**config.mk**
```make
export PLATFORM = sky130hd
export DESIGN_NAME = digit_scan_ctrl_flat
export DESIGN_NICKNAME = d
export VERILOG_FILES = /design/src/rtl/digit_scan_ctrl_if.sv /design/src/rtl/digit_scan_ctrl.sv /design/src/flat_wrapper.sv
export SDC_FILE = /design/constraint.sdc
export NUM_CORES = 1
export LEC_CHECK = 0
export ABC_CLOCK_PERIOD_IN_PS = 2300
export CORE_ASPECT_RATIO = 1.5
export CORE_UTILIZATION = 40
export CTS_CLUSTER_DIAMETER = 30
export CTS_CLUSTER_SIZE = 25
export DETAILED_ROUTE_END_ITERATION = 16
export PLACE_DENSITY_LB_ADDON = 0.25
export SLEW_MARGIN = 10
export SYNTH_ARGS = -nofsm -noshare
export SYNTH_HDL_FRONTEND = slang
export SYNTH_SLANG_ARGS = --single-unit
```
**constraint.sdc**
```tcl
create_clock -name clk -period 2.3 [get_ports clk]
set_input_delay 0.23 -clock clk [delete_from_list [all_inputs] [get_ports clk]]
set_output_delay 0.23 -clock clk [all_outputs]
set_load 0.02 [all_outputs]
```
**src/rtl/digit_scan_ctrl_if.sv**
```systemverilog
// Bundle for digit_scan_ctrl: scan controls, masks, the decoder-facing outputs
// and a debug view of the scan FSM state.
// master = the block that drives run/masks, slave = digit_scan_ctrl itself.
interface digit_scan_ctrl_if;
  logic       run;
  logic [7:0] blank_mask;
  logic [7:0] blink_mask;
  logic [2:0] sel;
  logic       dec_en;
  logic       frame_done;
  logic [1:0] state_dbg;

  modport master (
    output run, blank_mask, blink_mask,
    input  sel, dec_en, frame_done, state_dbg
  );

  modport slave (
    input  run, blank_mask, blink_mask,
    output sel, dec_en, frame_done, state_dbg
  );
endinterface

```
**src/rtl/digit_scan_ctrl.sv**
```systemverilog
// digit_scan_ctrl: time-multiplexed scan of eight digits through a 3-to-8
// decoder. Each digit is lit for DWELL cycles, followed by GUARD dark cycles
// during which sel moves on, so the decoder never lights a stale digit.
// Optional blink feature guarded by macro DIGIT_SCAN_BLINK_EN: a frame counter
// toggles a blink phase every BLINK_FRAMES frames, and in phase 1 digits with
// blink_mask set stay dark.
// There is no valid/ready handshake: run is a level enable sampled on every
// rising clk edge, the masks are sampled every cycle, and all outputs are
// registered.
module digit_scan_ctrl #(
  parameter int DWELL        = 16,
  parameter int GUARD        = 2,
  parameter int BLINK_FRAMES = 32
) (
  input logic              clk,
  input logic              reset,
  digit_scan_ctrl_if.slave bus
);

  typedef enum logic [1:0] {
    ST_IDLE  = 2'd0,
    ST_DWELL = 2'd1,
    ST_GUARD = 2'd2
  } state_t;

  state_t     state;
  logic [7:0] cnt;
  logic [2:0] sel;
  logic       dec_en;
  logic       frame_done;

  logic [2:0] sel_inc;
  logic [2:0] sel_nxt;
  logic       dwell_end;
  logic       guard_end;
  logic       advance;
  logic       wrap;
  logic       suppress_nxt;

  assign bus.sel        = sel;
  assign bus.dec_en     = dec_en;
  assign bus.frame_done = frame_done;
  assign bus.state_dbg  = state;

  // Decode end-of-interval, digit advance and frame wrap for the current cycle.
  always_comb begin
    sel_inc   = sel + 3'd1;
    dwell_end = (state == ST_DWELL) && (cnt == 8'(DWELL - 1));
    guard_end = (state == ST_GUARD) && (cnt == 8'(GUARD - 1));
    advance   = (dwell_end && (GUARD == 0)) || guard_end;
    wrap      = advance && (sel == 3'd7);
    sel_nxt   = advance ? sel_inc : sel;
  end

`ifdef DIGIT_SCAN_BLINK_EN
  logic [7:0] frame_cnt;
  logic       blink_ph;
  logic       blink_ph_nxt;

  // Phase flips on the wrap that completes BLINK_FRAMES frames, so the new
  // phase already applies to the first digit of the following frame.
  always_comb begin
    blink_ph_nxt = blink_ph;
    if (wrap && (frame_cnt == 8'(BLINK_FRAMES - 1))) blink_ph_nxt = ~blink_ph;
  end

  // Frame counter and blink phase; cleared whenever scanning stops.
  always_ff @(posedge clk or posedge reset) begin
    if (reset) begin
      frame_cnt <= 8'd0;
      blink_ph  <= 1'b0;
    end else if (!bus.run) begin
      frame_cnt <= 8'd0;
      blink_ph  <= 1'b0;
    end else if (wrap) begin
      frame_cnt <= (frame_cnt == 8'(BLINK_FRAMES - 1)) ? 8'd0 : frame_cnt + 8'd1;
      blink_ph  <= blink_ph_nxt;
    end
  end

  assign suppress_nxt = bus.blank_mask[sel_nxt] |
                        (blink_ph_nxt & bus.blink_mask[sel_nxt]);
`else
  logic unused_blink;
  assign unused_blink = ^bus.blink_mask;
  assign suppress_nxt = bus.blank_mask[sel_nxt];
`endif

  // Scan FSM with registered sel/dec_en/frame_done.
  always_ff @(posedge clk or posedge reset) begin
    if (reset) begin
      state      <= ST_IDLE;
      cnt        <= 8'd0;
      sel        <= 3'd0;
      dec_en     <= 1'b0;
      frame_done <= 1'b0;
    end else if (!bus.run) begin
      state      <= ST_IDLE;
      cnt        <= 8'd0;
      sel        <= 3'd0;
      dec_en     <= 1'b0;
      frame_done <= 1'b0;
    end else begin
      frame_done <= 1'b0;
      case (state)
        ST_IDLE: begin
          state  <= ST_DWELL;
          sel    <= 3'd0;
          cnt    <= 8'd0;
          dec_en <= ~suppress_nxt;
        end
        ST_DWELL: begin
          if (dwell_end) begin
            cnt <= 8'd0;
            if (GUARD > 0) begin
              state  <= ST_GUARD;
              dec_en <= 1'b0;
            end else begin
              sel        <= sel_inc;
              dec_en     <= ~suppress_nxt;
              frame_done <= wrap;
            end
          end else begin
            cnt    <= cnt + 8'd1;
            dec_en <= ~suppress_nxt;
          end
        end
        ST_GUARD: begin
          if (guard_end) begin
            state      <= ST_DWELL;
            sel        <= sel_inc;
            cnt        <= 8'd0;
            dec_en     <= ~suppress_nxt;
            frame_done <= wrap;
          end else begin
            cnt <= cnt + 8'd1;
          end
        end
        default: begin
          state  <= ST_IDLE;
          cnt    <= 8'd0;
          sel    <= 3'd0;
          dec_en <= 1'b0;
        end
      endcase
    end
  end

endmodule

```
**src/flat_wrapper.sv**
```systemverilog
// flat-port wrapper written by rule: the top's interface ports become plain ports
module digit_scan_ctrl_flat 
#(
  parameter int DWELL        = 16,
  parameter int GUARD        = 2,
  parameter int BLINK_FRAMES = 32
)
  (clk, reset, bus_run, bus_blank_mask, bus_blink_mask, bus_sel, bus_dec_en, bus_frame_done, bus_state_dbg);
  digit_scan_ctrl_if bus_i ();
  input logic clk;
  input logic reset;
  input wire logic [$bits(bus_i.run)-1:0] bus_run;
  input wire logic [$bits(bus_i.blank_mask)-1:0] bus_blank_mask;
  input wire logic [$bits(bus_i.blink_mask)-1:0] bus_blink_mask;
  output wire logic [$bits(bus_i.sel)-1:0] bus_sel;
  output wire logic [$bits(bus_i.dec_en)-1:0] bus_dec_en;
  output wire logic [$bits(bus_i.frame_done)-1:0] bus_frame_done;
  output wire logic [$bits(bus_i.state_dbg)-1:0] bus_state_dbg;
  assign bus_i.run = bus_run;
  assign bus_i.blank_mask = bus_blank_mask;
  assign bus_i.blink_mask = bus_blink_mask;
  assign bus_sel = bus_i.sel;
  assign bus_dec_en = bus_i.dec_en;
  assign bus_frame_done = bus_i.frame_done;
  assign bus_state_dbg = bus_i.state_dbg;
  digit_scan_ctrl #(.DWELL(DWELL), .GUARD(GUARD), .BLINK_FRAMES(BLINK_FRAMES)) u_core (.clk(clk), .reset(reset), .bus(bus_i));
endmodule
```
==> impl_metrics.ini, run 1 <==
[status]
status = complete, but fails checks
failed_checks = design-rule violations

[placed_design]
placed_area_um2 = 1270
gp_congestion = 0.828
dp_cells = 149
hpwl_mm = 1.84
placement.io_buffers = 17
dp_slack_ns = 0.445

[finish]
syn_to_final_growth_pct = 22.6
register_area_um2 = 375
drive_above_1_share_pct = 10.1
num-fill-cells = 239
final_cell_count_no_fill = 153
finalNetCount = 158
diodes = 0
multi_input_area_um2 = 651
design_area_um2 = 1300

[critical_path]
cp.arrival_ns = 2.08
cp_slowest_stage_delay_ns = 0.50
crit_required_ns = 2.50
crit_family = compound AO/OA/AOI/OAI gates
slowest_stage = or4bb_1
cp_cell_sequence = inv_1 -> ha_1 -> or4bb_1 -> a2111o_1 -> a211oi_2
worst_setup_path_end_kind = flop
setup.worst_path.start_class = flop
cp_max_fo = 5
timing_worst_setup_path_type = flop to flop
crit_buf_inv = 1

[power]
leakage_nw = 0.545
ir_drop_mv = 0.362
p_per_area_nw_per_um2 = 592

[global_route]
grt_overflow = 0
grt_max_degree = 16
antenna_found_initial = 0
grt_first_pass_wirelength_mm = 4.02
grt_usage_pct = 18.6
grt_pass1_vias = 982

[worst_hold_path]
hold_class = input port to async pin

[die]
die_x_um = 44
die_h_um = 65.0
initial_utilization_pct = 42.7
pin_count = 26
fp.coreArea_um2 = 2480
dieArea_um2 = 2860
rows = 22

[synth]
synthArstFlopShare_pct = 100
synth_edf_count = 0
ys_ff_latch = 15
ys_types = 38
syn-num-nets = 135
synth_flop_cell = dfrtp_1
syn_area_um2 = 1060
avgSynthCellArea_um2 = 9.89
synthCells = 107
ys_seq_area_share_pct = 35.5
yosysWarnings = 0

[sta]
fin_crit_ns = 1.89
fin_skew_ns = 0.00385
worst_slack_ns = 0.414
finalCritPeriodShare_pct = 82.0
finalMaxSlewViolations = 0
fmax_mhz = 530
rsz0062_at_grt = false
hold_violations = 0
final-setup-viol-count = 0
setup_tns_ns = 0
tightest_slew_ns = 0.566
slew-limit-headroom_pct = 62.2

[clock_network]
postCtsHoldBufs = 0
cts_resized = 0
cts_sinks = 15
cts_max_path_buffers = 2
cts_made_buffers = 3
path_clk_slew_ns = 0.09
post_cts_buffers = 0
cts.htree.levels = 1
cts_tree = done
root_buffer = clkbuf_4
clkLatencyLatePin_ns = 0.27

[route]
drt-initial-drc-count = 18
via_per_inst = 5.90
vias = 902
wl_mm = 2.27
drtAntennaViolNets = 0
drt_first_pass_iters = 12
wl_per_cell_um = 14.8
drc = 1

[flow_run]
drv_cap = 0
[cell usage after synthesis (all sizes together) (2+ instances only)]
| cell | instances | area (um2) |
|---|---|---|
| dfrtp | 15 | 375 |
| nor2 | 11 | 41.3 |
| ha | 9 | 113 |
| a21boi | 8 | 60.1 |
| inv | 6 | 22.5 |
| nand3 | 6 | 30.0 |
| o21ai | 6 | 30.0 |
| nand2 | 5 | 18.8 |
| xnor2 | 4 | 35.0 |
| mux2 | 3 | 33.8 |
| mux2i | 3 | 30.0 |
| nor4 | 3 | 33.8 |
| a21oi | 2 | 10.0 |
| and3 | 2 | 12.5 |
| buf | 2 | 10.0 |
| nor2b | 2 | 12.5 |
| xor2 | 2 | 17.5 |
[worst paths after layout]
check	start	end	slack [ns]	cells after the start
max	u_core.bus.state_dbg[0]$_DFFE_PP0P_	u_core.bus.dec_en$_DFFE_PP0P_	0.41	5
max in group asynchronous	reset	u_core.cnt[3]$_DFF_PP0_	1.63	2
max reg2reg	u_core.bus.state_dbg[0]$_DFFE_PP0P_	u_core.bus.dec_en$_DFFE_PP0P_	0.41	5
min reg2reg	u_core.cnt[0]$_DFF_PP0_	u_core.cnt[0]$_DFF_PP0_	0.51	1
min	reset	u_core.cnt[7]$_DFF_PP0_	0.30	2
min in group clk	u_core.cnt[0]$_DFF_PP0_	u_core.cnt[0]$_DFF_PP0_	0.51	1
[flip-flops by register name, indices dropped and copies added (netlist names)]
signal	flops
u_core.bus.sel	3
u_core.bus.frame_done	1
u_core.cnt	8
u_core.bus.state_dbg	2
u_core.bus.dec_en	1
[worst reg2reg max path, delay by kind of cell, from the launching register on]
family	cells	cell delay, ns
fa+ha+maj	1	0.18
buf+inv	1	0.12
simple gates	1	0.50
compound gates	2	0.55
flops	1	0.46
[metal layers]
metal	wire length, um	global-route usage, %	share of wire (%)
met1	850	18.6	37
met2	1310	35.8	58
met3	74	1.95	3.3
met4	31	9.09	1.4
met5	0	0	0
[metrics by stage]
| stage | hold slack (ns) | utilization, % | total power, mW |
|---|---|---|---|
| 3_3_place_gp | 0.481 | 51.3 | 0.619 |
| 5_1_grt | 0.339 | 52.4 | 0.825 |
| 2_1_floorplan | 0.131 | - | 0.516 |
| 4_1_cts | 0.322 | 52.4 | 0.778 |
| 3_5_place_dp | 0.489 | 51.3 | 0.628 |
| 6_report | 0.301 | 52.4 | 0.768 |
[cells by family (layout without fill, tap and decap cells)]
logic type                 after synthesis  in the layout  share of synthesized area (%)
muxes                                    7              7                           8.16
DFF                                     15             15                           35.5
xor gates and xnor gates                 6              6                           4.96
AOI/OAI and AO/OA                       24             24                           16.5
and+or+nand+nor                         38             38                           21.2
adders and majority gates                9              9                           10.6
buffers and inverters                    8             30                           3.07
[power breakdown]
part           switching [mW]  internal [mW]  total [mW]
clock network          0.0780         0.0672       0.145
logic                   0.163          0.142       0.305
registers              0.0298          0.287       0.317
total                   0.271          0.496       0.768
[layout make-up]
cell class                 instances  share of cell area [%]
clock buffer                       4                    2.03
sequential                        15                    28.9
tap                               24                    2.31
timing repair buffer              20                    14.9
multi-input combinational         84                    50.1
inverter                           6                    1.74
[layout by cell type (no fill, tap or decap), types with 2 or more instances in the layout]
master	n
ha_1	9
inv_1	6
clkdlybuf4s50_1	17
a21boi_1	8
clkbuf_4	3
o21ai_0	3
dfrtp_1	15
mux2i_1	3
nor2b_1	2
a21oi_1	2
xor2_1	2
mux2_2	2
nand3_1	6
nor2_1	11
xnor2_1	4
o21ai_1	3
and3_1	2
buf_4	3
nor4_1	2
nand2_1	5
Note: power is estimated with default switching activity, not from simulation.
==> run 2, diff against run 1 <==
--- a/config.mk
+++ b/config.mk
@@ -5,7 +5,7 @@
 export SDC_FILE = /design/constraint.sdc
 export NUM_CORES = 1
 export LEC_CHECK = 0
-export ABC_CLOCK_PERIOD_IN_PS = 2300
+export ABC_CLOCK_PERIOD_IN_PS = 1800
 export CORE_ASPECT_RATIO = 1.5
 export CORE_UTILIZATION = 40
 export CTS_CLUSTER_DIAMETER = 30
==> constraint.sdc (replaced) <==
create_clock -name clk -period 1.8 [get_ports clk]
set_input_delay 0.18 -clock clk [delete_from_list [all_inputs] [get_ports clk]]
set_output_delay 0.18 -clock clk [all_outputs]
set_load 0.02 [all_outputs]
==> run 2 against run 1 <==
Effect of this change: the flow finishes with violations (design-rule violations, negative setup slack); register-to-register slack got worse by 0.41 ns; non-clock buffer count grew 6; clock power increased by 28%; maximum frequency is 4.8% higher; clock skew is 0.0019 ns higher; combinational power rose by 45%; power is 34% higher; clock-buffer cell count decreased by 1; die area did not move; sequential cell count unchanged.
==> impl_metrics.ini, run 2 (synthesis gave the netlist of run 1 again) <==
[status]
status = complete, but fails checks
failed_checks = design-rule violations, negative setup slack

[sta]
hold_violations = 0
fmax_mhz = 555
finalMaxSlewViolations = 0
rsz0062_at_grt = true
fin_skew_ns = 0.00574
slew-limit-headroom_pct = 60.4
holdWs_ns = 0.254
fin_crit_ns = 1.80
setup_tns_ns = -0.000185
finalCritPeriodShare_pct = 100
final-setup-viol-count = 1
tightest_slew_ns = 0.593
worst_slack_ns = -0.000185

[critical_path]
cp_slowest_stage_delay_ns = 0.56
reg2reg_slack_ns = -0.0002
worst_setup_path_end_kind = flop
cp_max_fo = 5
cp_cell_sequence = inv_2 -> ha_4 -> or4bb_4 -> a2111o_1 -> a211oi_2
crit_required_ns = 1.99
crit_family = simple AND/OR/NAND/NOR gates
slowest_stage = or4bb_4
timing_worst_setup_path_type = flop to flop
cp.arrival_ns = 1.99
crit_buf_inv = 1
setup.worst_path.start_class = flop

[die]
initial_utilization_pct = 42.7
pin_count = 26
rows = 22
fp.coreArea_um2 = 2480
dieArea_um2 = 2860
die_x_um = 44
die_h_um = 65.0

[finish]
num-fill-cells = 236
final_common_cell = clkdlybuf4s50_1
diodes = 0
syn_to_final_growth_pct = 31.6
final_core_util_pct = 56.2
largest_register_ffs = 8
final_cell_mix = clkdlybuf4s50_1, dfrtp_1, nor2_1
largest_register = u_core.cnt
drive_above_1_share_pct = 22.2
finalNetCount = 164

[route]
via_per_inst = 5.56
vias = 884
drt_first_pass_iters = 12
wl_per_cell_um = 14.3
wl_mm = 2.27
drt-initial-drc-count = 11
drtAntennaViolNets = 0
drc = 1

[clock_network]
path_clk_slew_ns = 0.09
postCtsHoldBufs = 0
post_cts_buffers = 0
clkLatencyLatePin_ns = 0.28
cts_sinks = 15
cts.htree.levels = 1
cts_max_path_buffers = 2
cts_made_buffers = 3
cts_tree = done
root_buffer = clkbuf_4

[global_route]
antenna_found_initial = 0
grt_overflow = 0
grt_max_degree = 16
grt_usage_pct = 17.5
grt_pass1_vias = 857
grt_first_pass_wirelength_mm = 3.77

[placed_design]
gp_congestion = 0.813
hpwl_mm = 1.81
placement.io_buffers = 17

[power]
ir_drop_mv = 0.393
power_mw = 1.03
leakage_nw = 0.576
p_per_area_nw_per_um2 = 737

[flow_run]
drv_cap = 0

[worst_hold_path]
hold_class = input port to async pin
==> run 2: changes by cell type in the layout (fill, tap and decap cells not counted), moves of 2 or more <==
cell     change
buf_4        +6
dfrtp_1      -2
dfrtp_2      +2
ha_1         -3
ha_4         +2
==> run 2: stage by stage <==
stage / setup slack [ns] / instance area (um2) / instances
detailed placement: 0.0146 / 1340 / 155
global placement: 0.0411 / 1340 / 155
CTS: 0.0268 / 1360 / 159
floorplan: -0.0620 / 1080 / 107
finish: -0.000185 / 1390 / 159
global route: -0.0853 / 1390 / 159
==> run 2: layout make-up <==
type	count	area, um2	share of cell area, %
multi-input cells	84	697	50.0
flip-flops and latches	15	378	27.1
repair buffers	26	238	17.1
well taps	24	30.0	2.16
clock buffers	3	22.5	1.62
inverters	6	22.5	1.62
clock inverters	1	5.00	0.359
==> run 2: metal layers <==
metal / share of wire (%) / global-route usage (%)
met1: 41 / 17.8
met2: 55 / 34.9
met3: 2.5 / 1.67
met4: 0.88 / 5.68
met5: 0 / 0
==> run 2: what timing repair did <==
action	CTS	global route
endpoints found under the setup margin	1	11
resized for setup	0	5
pin swaps	2	4
==> run 2: worst reg2reg max path: stages, from the launching register on <==
cell and delay [ns]:
dfrtp_2 0.42, inv_2 0.09, ha_4 0.13, or4bb_4 0.56, a2111o_1 0.32, a211oi_2 0.21
==> run 2: power by group <==
group	switching [mW]	internal (mW)
sequential	0.0290	0.371
combinational	0.228	0.212
clock	0.104	0.0823
total	0.361	0.665
==> run 2: path summary, 6_finish.rpt <==
path | start | to | cells after the start
max in group asynchronous | reset | u_core.bus.state_dbg[0]$_DFFE_PP0P_ | 2
setup / recovery | u_core.bus.state_dbg[0]$_DFFE_PP0P_ | u_core.bus.dec_en$_DFFE_PP0P_ | 5
setup reg to reg | u_core.bus.state_dbg[0]$_DFFE_PP0P_ | u_core.bus.dec_en$_DFFE_PP0P_ | 5
hold reg to reg | u_core.cnt[0]$_DFF_PP0_ | u_core.cnt[0]$_DFF_PP0_ | 2
hold / removal | reset | u_core.bus.sel[0]$_DFFE_PP0P_ | 2
min in group clk | u_core.cnt[0]$_DFF_PP0_ | u_core.cnt[0]$_DFF_PP0_ | 2
